$ cat src/rtl/button_scan_debounce_pkg.sv
// Shared defaults and helpers for the mole-hit button conditioner.
// Runs on the 1 kHz scan clock, so one cycle equals one millisecond.
package button_scan_debounce_pkg;

  localparam int NUM_BTN_DEF     = 4;
  localparam int DEBOUNCE_MS_DEF = 20;
  localparam int IDX_W_DEF       = 3;

  // Index of the lowest set bit; returns 0 when nothing is set.
  function automatic logic [2:0] lowest_set(input logic [7:0] v);
    lowest_set = '0;
    for (int i = 7; i >= 0; i--) begin
      if (v[i]) lowest_set = 3'(i);
    end
  endfunction

endpackage

$ cat src/rtl/button_scan_debounce_if.sv
// Press-event handshake between the button conditioner and the game FSM.
interface button_scan_debounce_if
  import button_scan_debounce_pkg::*;
#(
  parameter int IDX_W = IDX_W_DEF
);
  logic             evt_valid;
  logic [IDX_W-1:0] evt_idx;
  logic             evt_ack;
  logic             evt_overrun;

  modport master (output evt_valid, output evt_idx, output evt_overrun, input evt_ack);
  modport slave  (input evt_valid, input evt_idx, input evt_overrun, output evt_ack);
endinterface

$ cat src/rtl/button_scan_debounce_ch.sv
// One button: 2-flop synchronizer, stability counter, debounced level and
// a registered one-cycle pulse on each accepted 0->1 transition.
module btn_debounce_ch #(
  parameter int DEBOUNCE_MS = 20
) (
  input  logic clk_1k,
  input  logic rst_n,
  input  logic raw_i,
  output logic level_o,
  output logic press_o
);
  localparam int CNT_W = $clog2(DEBOUNCE_MS) + 1;
  localparam logic [CNT_W-1:0] CNT_LAST = CNT_W'(DEBOUNCE_MS - 1);

  logic             meta_q, sync_q;
  logic [CNT_W-1:0] cnt_q, cnt_d;
  logic             level_q, level_d;
  logic             press_q, press_d;

  // Any sample that agrees with the current level restarts the count.
  always_comb begin
    cnt_d   = '0;
    level_d = level_q;
    press_d = 1'b0;
    if (sync_q != level_q) begin
      if (cnt_q == CNT_LAST) begin
        level_d = sync_q;
        press_d = sync_q;
      end else begin
        cnt_d = cnt_q + CNT_W'(1);
      end
    end
  end

  always_ff @(posedge clk_1k or negedge rst_n) begin
    if (!rst_n) begin
      meta_q  <= 1'b0;
      sync_q  <= 1'b0;
      cnt_q   <= '0;
      level_q <= 1'b0;
      press_q <= 1'b0;
    end else begin
      meta_q  <= raw_i;
      sync_q  <= meta_q;
      cnt_q   <= cnt_d;
      level_q <= level_d;
      press_q <= press_d;
    end
  end

  assign level_o = level_q;
  assign press_o = press_q;
endmodule

$ cat src/rtl/button_scan_debounce.sv
// Debounces NUM_BTN raw buttons and queues one press event for the game FSM,
// flagging a sticky overrun whenever a press cannot be queued.
module button_scan_debounce
  import button_scan_debounce_pkg::*;
#(
  parameter int NUM_BTN     = NUM_BTN_DEF,
  parameter int DEBOUNCE_MS = DEBOUNCE_MS_DEF,
  parameter int IDX_W       = IDX_W_DEF
) (
  input  logic                  clk_1k,
  input  logic                  rst_n,
  input  logic [NUM_BTN-1:0]    btn_raw,
  output logic [NUM_BTN-1:0]    btn_level,
  output logic [NUM_BTN-1:0]    btn_press,
  button_scan_debounce_if.master evt
);
  genvar gi;
  generate
    for (gi = 0; gi < NUM_BTN; gi++) begin : g_ch
      btn_debounce_ch #(.DEBOUNCE_MS(DEBOUNCE_MS)) u_ch (
        .clk_1k  (clk_1k),
        .rst_n   (rst_n),
        .raw_i   (btn_raw[gi]),
        .level_o (btn_level[gi]),
        .press_o (btn_press[gi])
      );
    end
  endgenerate

  logic [7:0]       press_pad;
  logic             any_press, multi_press;
  logic [IDX_W-1:0] low_idx;

  assign press_pad   = 8'(btn_press);
  assign any_press   = |btn_press;
  assign multi_press = |(btn_press & (btn_press - NUM_BTN'(1)));
  assign low_idx     = IDX_W'(lowest_set(press_pad));

  logic             valid_q, valid_d;
  logic [IDX_W-1:0] idx_q, idx_d;
  logic             ovr_q, ovr_d;

  // Ack only matters while an entry is held; it frees the slot for a press
  // arriving in the same cycle.
  always_comb begin
    valid_d = valid_q;
    idx_d   = idx_q;
    ovr_d   = ovr_q;
    if (!valid_q) begin
      if (any_press) begin
        valid_d = 1'b1;
        idx_d   = low_idx;
        if (multi_press) ovr_d = 1'b1;
      end
    end else if (!evt.evt_ack) begin
      if (any_press) ovr_d = 1'b1;
    end else if (!any_press) begin
      valid_d = 1'b0;
      ovr_d   = 1'b0;
    end else begin
      idx_d = low_idx;
      ovr_d = multi_press;
    end
  end

  always_ff @(posedge clk_1k or negedge rst_n) begin
    if (!rst_n) begin
      valid_q <= 1'b0;
      idx_q   <= '0;
      ovr_q   <= 1'b0;
    end else begin
      valid_q <= valid_d;
      idx_q   <= idx_d;
      ovr_q   <= ovr_d;
    end
  end

  assign evt.evt_valid   = valid_q;
  assign evt.evt_idx     = idx_q;
  assign evt.evt_overrun = ovr_q;
endmodule

$ cat src/flat_wrapper.sv
// flat-port wrapper written by rule: the top's interface ports become plain ports
module button_scan_debounce_flat import button_scan_debounce_pkg::*;
#(
  parameter int NUM_BTN     = NUM_BTN_DEF,
  parameter int DEBOUNCE_MS = DEBOUNCE_MS_DEF,
  parameter int IDX_W       = IDX_W_DEF
)
  (clk_1k, rst_n, btn_raw, btn_level, btn_press, evt_evt_valid, evt_evt_idx, evt_evt_overrun, evt_evt_ack);
  button_scan_debounce_if #(.IDX_W(IDX_W)) evt_i ();
  input  logic clk_1k;
  input  logic rst_n;
  input  logic [NUM_BTN-1:0] btn_raw;
  output logic [NUM_BTN-1:0] btn_level;
  output logic [NUM_BTN-1:0] btn_press;
  output wire logic [$bits(evt_i.evt_valid)-1:0] evt_evt_valid;
  output wire logic [$bits(evt_i.evt_idx)-1:0] evt_evt_idx;
  output wire logic [$bits(evt_i.evt_overrun)-1:0] evt_evt_overrun;
  input wire logic [$bits(evt_i.evt_ack)-1:0] evt_evt_ack;
  assign evt_evt_valid = evt_i.evt_valid;
  assign evt_evt_idx = evt_i.evt_idx;
  assign evt_evt_overrun = evt_i.evt_overrun;
  assign evt_i.evt_ack = evt_evt_ack;
  button_scan_debounce #(.NUM_BTN(NUM_BTN), .DEBOUNCE_MS(DEBOUNCE_MS), .IDX_W(IDX_W)) u_core (.clk_1k(clk_1k), .rst_n(rst_n), .btn_raw(btn_raw), .btn_level(btn_level), .btn_press(btn_press), .evt(evt_i));
endmodule
$ cat config.mk
export PLATFORM = sky130hd
export DESIGN_NAME = button_scan_debounce_flat
export DESIGN_NICKNAME = d
export VERILOG_FILES = /design/src/rtl/button_scan_debounce_pkg.sv /design/src/rtl/button_scan_debounce_if.sv /design/src/rtl/button_scan_debounce_ch.sv /design/src/rtl/button_scan_debounce.sv /design/src/flat_wrapper.sv
export SDC_FILE = /design/constraint.sdc
export NUM_CORES = 1
export LEC_CHECK = 0
export ABC_AREA = 1
export BUFFER_PORTS_ARGS = -buffer_cell sky130_fd_sc_hd__buf_4
export CAP_MARGIN = 40
export CORE_MARGIN = 2
export CORE_UTILIZATION = 55
export CTS_CLUSTER_SIZE = 10
export DETAILED_ROUTE_END_ITERATION = 10
export HOLD_SLACK_MARGIN = 0.03
export PLACE_DENSITY = 0.75
export SYNTH_ARGS = -nofsm -noshare
export SYNTH_HDL_FRONTEND = slang
export SYNTH_SLANG_ARGS = --single-unit
$ cat constraint.sdc
create_clock -name clk_1k -period 1.3 [get_ports clk_1k]
set_clock_uncertainty 0.05 [all_clocks]
set_input_delay 0.26 -clock clk_1k [delete_from_list [all_inputs] [get_ports clk_1k]]
set_output_delay 0.26 -clock clk_1k [all_outputs]
set_load 0.02 [all_outputs]
---- Word level (Yosys, flattened, before mapping) ----
Index checks and enable logic that the tools add are counted.
word-level totals
  input port bits ......................... 7
  logic and storage cells ................. 80
  output and inout bits ................... 13
  register bits ........................... 45
cells by class
  bitwise operators ....................... 1
  muxes and demuxes ....................... 32
  reduce and logical (&&, ||, !) cells .... 10
  equal/unequal tests ..................... 9
  add/subtract/negate cells ............... 5
operators by type and width
  cell                                               count
  two-way mux 6 bit                                  8
  adder 6 x 1 -> 6 bit (second input constant)       4
  == test 6 x 5 -> 1 bit (second input constant)     4
  two-way mux 3 bit                                  6
  two-way mux 1 bit                                  17
  AND reduction 2 bit                                4
  OR reduction 4 bit                                 2
  nonzero test 2 bit                                 3
  bitwise AND 4 bit                                  1
  inequality test 1 bit                              4
  subtractor 4 x 1 -> 4 bit (second input constant)  1
  AND reduction 3 bit                                1
  two-way mux 2 bit                                  1
  inequality test 2 bit (second input constant)      1

---- Longest topological paths before layout ----
  depth after elaboration ................. 7
  mapped depth ............................ 6
  depth with buffers taken out ............ 6

---- Hierarchy ----
Synthesis repeated with hierarchy kept, for this count alone.
unflattened totals
  cell total of the unflattened synthesis .. 201
  area, all modules ....................... 1933.1 sq um
by module, submodules not included
  module                area an instance (sq um)  seq. area each (sq um)  instances  cells each
  btn_debounce_ch       422.9                     250.2                   4          41
  button_scan_debounce  241.5                     100.1                   1          37

---- Worst setup path before layout ----
Ideal clock, no wire load.
  path kind ............................... flip-flop to flip-flop
  start ................................... register u_core.g_ch[0].u_ch.cnt_q[0]
  end ..................................... register u_core.g_ch[0].u_ch.cnt_q[0]
  library setup time ...................... 0.121 ns
  buffers on the path ..................... 0
  cell stages (with the launch flop) ...... 5
  period minus slack after synthesis ...... 1.105 ns
  data arrival time ....................... 0.934 ns
  required time ........................... 1.129 ns
  setup slack ............................. 0.195 ns
  cells stage by stage .................... dfrtp_1 ha_1 nand4_1 nand2_2 nor2_1
between the ends
  word-level cells in the longest chain between the ends .. 3
  elaborated cells between the ends (all ways) .. 4
  those cells by class .................... add/sub (1); eq/ne (1); mux (2)
RTL lines
  element                                                                RTL line                                                      RTL
  start: declaration                                                     button_scan_debounce_ch.sv:16                                 logic [CNT_W-1:0] cnt_q, cnt_d;
  start signal: assignment                                               button_scan_debounce_ch.sv:45                                 cnt_q <= cnt_d;
  adder 6 x 1 -> 6 bit / == test 6 x 5 -> 1 bit (equally long branches)  button_scan_debounce_ch.sv:30, button_scan_debounce_ch.sv:26
  two-way mux 6 bit (*)                                                  button_scan_debounce_ch.sv:26                                 if (cnt_q == CNT_LAST) begin
  two-way mux 6 bit (*)                                                  button_scan_debounce_ch.sv:25                                 if (sync_q != level_q) begin
  via u_core.g_ch[0].u_ch.cnt_d[0]                                       button_scan_debounce_ch.sv:16
The timed path passes the listed nets; every way through them passes the cells marked *.
A chain may end at the register's enable or synchronous reset.

---- Worst setup path in the final report ----
  start ................................... register u_core.valid_q, in the netlist u_core.evt.evt_valid
  end ..................................... output evt_evt_valid
RTL lines
  element                   RTL line                    RTL
  start: declaration        button_scan_debounce.sv:39  logic valid_q, valid_d;
  start signal: assignment  button_scan_debounce.sv:72  valid_q <= valid_d;
  end: declaration          flat_wrapper.sv:15          output wire logic [$bits(evt_i.evt_valid)-1:0] evt_evt_valid;
No word-level cell between the ends.

==> impl_metrics.json <==
{
  "outcome": "finished clean",
  "cp_cell_sequence": "buf_6",
  "rsz0062_at_grt": "false",
  "hold_path_class": "primary input to flop",
  "critPathBufInv": 1,
  "synth_warnings": 0,
  "area_delta_synth_final_pct": 17.4,
  "synth_cells": 206,
  "port_buffers": 18,
  "path_class": "flop to output pin",
  "grt_pass1_vias": 1256,
  "antennaDiodeCount": 0,
  "fin_nets": 249,
  "fin_crit_ns": 1.25,
  "finalPower_w": 0.00229,
  "dieArea_sq_um": 3970,
  "drc_errors": 0,
  "synth_compound_area_share_pct": 2.48,
  "dieWidth_um": 63.0,
  "grt-ovfl-total": 0,
  "fp.dieH_um": 63.0,
  "slowest_delay_ns": 0.44,
  "muxShareOfSynthArea_pct": 0,
  "dpl.hpwl_mm": 2.04,
  "synth_simple_gate_area_share_pct": 22.3,
  "numCtsBuffers": 5,
  "dr_total_vias": 1347,
  "num_rows": 21,
  "cts.sinks": 44,
  "place.gp.congestion": 0.816,
  "first_pass_iters": 5,
  "cp_max_fo": 4,
  "synth_xor_area_share_pct": 6.86,
  "clk_pin_slew_ns": 0.12,
  "fin_cells": 285,
  "synth_top_family_by_area": "simple AND/OR/NAND/NOR gates",
  "maxCapViolCount": 0,
  "antenna_found_initial": 0,
  "routed_via_density": 4.73,
  "hold_viol_final": 0,
  "slew_violations": 0,
  "path_delay_family": "flip-flops",
  "fmax_ghz": 0.800,
  "dpl_cell_area_sq_um": 2050,
  "finalSetupTns_ns": 0,
  "final_area_sq_um": 2250,
  "cts-root-buf": "clkbuf_4",
  "slowest_stage": "dfrtp_1",
  "grt_pass1_wl_mm": 5.22,
  "h-tree-depth": 2,
  "synth_fa_ha_area_share_pct": 2.61,
  "synth_area_per_cell_sq_um": 9.30,
  "cp-end-kind": "output pin",
  "tightest_slew_ns": 0.520,
  "ys_ff_latch": 44,
  "drt_iter0_drc": 61,
  "p_per_area_nw_per_um2": 1020,
  "cts_tree": "yes",
  "slew_headroom_pct": 65.3,
  "routedWlPerCell_um": 10.5,
  "cts_buffer_depth": 2,
  "io_pins": 20,
  "initial_utilization_pct": 57.4,
  "synth_nets": 217,
  "ant_nets": 0,
  "fin_crit_sh_pct": 96.2,
  "synthesis.area_sq_um": 1920,
  "worstPathArrival_ns": 0.94,
  "routed_wl_mm": 3.00,
  "ys_types": 19,
  "grt_max_degree": 45,
  "setup.worst_path.start_class": "flop",
  "grt_use_total_pct": 17.4,
  "clkLatencyLatePin_ns": 0.35,
  "setup_viol": 0,
  "worstPathRequired_ns": 0.99,
  "synth-seq-area-share_pct": 57.5,
  "core_sq_um": 3340,
  "dpl.cell_count": 262,
  "p_leak_nw": 1.15,
  "drive_gt1_share_pct": 19.2,
  "ir_drop_mv": 0.805
}
[synth_stat cells (all sizes together)]
cell / instances / area (sq um)
a21oi: 3 / 15.0
inv: 23 / 86.3
nand3: 13 / 65.1
nor2: 38 / 150
o21ai: 5 / 25.0
or2: 1 / 6.26
nand4: 5 / 31.3
xnor2: 4 / 35.0
dfrtp: 44 / 1100
o21bai: 1 / 7.51
xor2: 11 / 96.3
conb: 1 / 3.75
nor3: 4 / 20.0
nand2: 40 / 155
buf: 9 / 67.6
ha: 4 / 50.1
[metrics by stage]
stage / worst slack [ns] / hold WS [ns] / util [%]
global route: 0.00000389 / 0.198 / 67.4
global placement: 0.112 / 0.226 / 61.4
finish: 0.0494 / 0.184 / 67.4
CTS: 0.000218 / 0.157 / 65.4
detailed placement: 0.0556 / 0.228 / 61.4
floorplan: 0.195 / -0.0856 / -
[repair_timing]
item                                   in CTS  in global routing
setup buffers                               3                  7
gates cloned                                0                  0
setup endpoints to repair                   3                 16
pin swaps                                   0                  2
resized for setup                           0                  4
endpoints found under the hold margin      48                  0
hold buffers                                5                  0
[per-layer routing]
metal  wire [um]  global-route usage, %  share of wire (%)  vias up
li1            -                      -                  -      692
met1        1360                   21.4                 45      628
met2        1470                   27.8                 49       20
met3          96                   3.78                3.2        7
met4          75                   10.8                2.5        0
met5           0                      0                  0        -
[cell type report]
class	count	area, sq um
Fill cell	288	1090
Multi-Input combinational cell	130	671
Clock buffer	7	55.1
Inverter	23	86.3
Sequential cell	44	1100
Clock inverter	1	7.51
Tap cell	46	57.6
Timing Repair Buffer	34	272
[where the power goes]
group | switching (W) | total (W) | internal [W] | leakage, nW
Combinational | 0.0000885 | 0.000157 | 0.0000687 | 0.536
Sequential | 0.0000362 | 0.00145 | 0.00141 | 0.586
Clock | 0.000423 | 0.000688 | 0.000265 | 0.0315
[tightest hold or removal path, delay by kind of cell]
family,cells,cell delay [ns]
AO/OA/AOI/OAI,1,0.13
buffers and inverters,2,0.12
AND/OR/NAND/NOR,1,0.05
[cells by family (layout without fill, tap and decap cells)]
| logic type | Yosys count | in the layout |
|---|---|---|
| AOI/OAI and AO/OA | 9 | 9 |
| buffers and inverters | 32 | 65 |
| adders and majority gates | 4 | 4 |
| DFF | 44 | 44 |
| xor gates and xnor gates | 15 | 15 |
| and+or+nand+nor | 101 | 101 |
| other | 1 | 1 |
[path summary, 6_finish.rpt]
| kind | from | slack, ns | depth (start not counted) | end |
|---|---|---|---|---|
| setup / recovery | u_core.evt.evt_valid | 0.05 | 1 | evt_evt_valid |
| hold / removal | evt_evt_ack | 0.18 | 4 | u_core.evt.evt_idx[1] |
| setup reg to reg | u_core.g_ch[0].u_ch.cnt_q[1] | 0.10 | 4 | u_core.g_ch[0].u_ch.cnt_q[2] |
| hold reg to reg | u_core.g_ch[1].u_ch.meta_q | 0.31 | 0 | u_core.g_ch[1].u_ch.sync_q |
| max in group asynchronous | rst_n | 0.47 | 2 | u_core.g_ch[3].u_ch.meta_q |
| min in group asynchronous | rst_n | 0.36 | 2 | u_core.g_ch[2].u_ch.cnt_q[2] |
[registers in the layout, indices dropped and copies added (netlist names)]
name / count
u_core.evt.evt_overrun: 1
u_core.evt.evt_idx: 2
u_core.evt.evt_valid: 1
u_core.g_ch.u_ch.meta_q: 4
u_core.g_ch.u_ch.press_o: 4
u_core.g_ch.u_ch.cnt_q: 24
u_core.g_ch.u_ch.level_o: 4
u_core.g_ch.u_ch.sync_q: 4
[cell usage in the layout, fill, tap and decap left out]
| master | instances |
|---|---|
| o21bai_1 | 1 |
| dlygate4sd3_1 | 5 |
| nor2_2 | 3 |
| inv_2 | 1 |
| o21ai_1 | 5 |
| nor3_1 | 3 |
| inv_1 | 22 |
| ha_2 | 1 |
| clkbuf_4 | 5 |
| xnor2_1 | 4 |
| buf_6 | 1 |
| nand4_1 | 5 |
| conb_1 | 1 |
| nand3_1 | 13 |
| nand2_1 | 37 |
| nand2_2 | 3 |
| ha_1 | 3 |
| dfrtp_1 | 44 |
| nor3_2 | 1 |
| xor2_1 | 11 |
| clkinvlp_4 | 1 |
| a21oi_1 | 3 |
| buf_4 | 28 |
| nor2_1 | 35 |
| or2_2 | 1 |
| clkbuf_1 | 1 |
| clkbuf_8 | 1 |
Power figures use the tool's default switching activity.
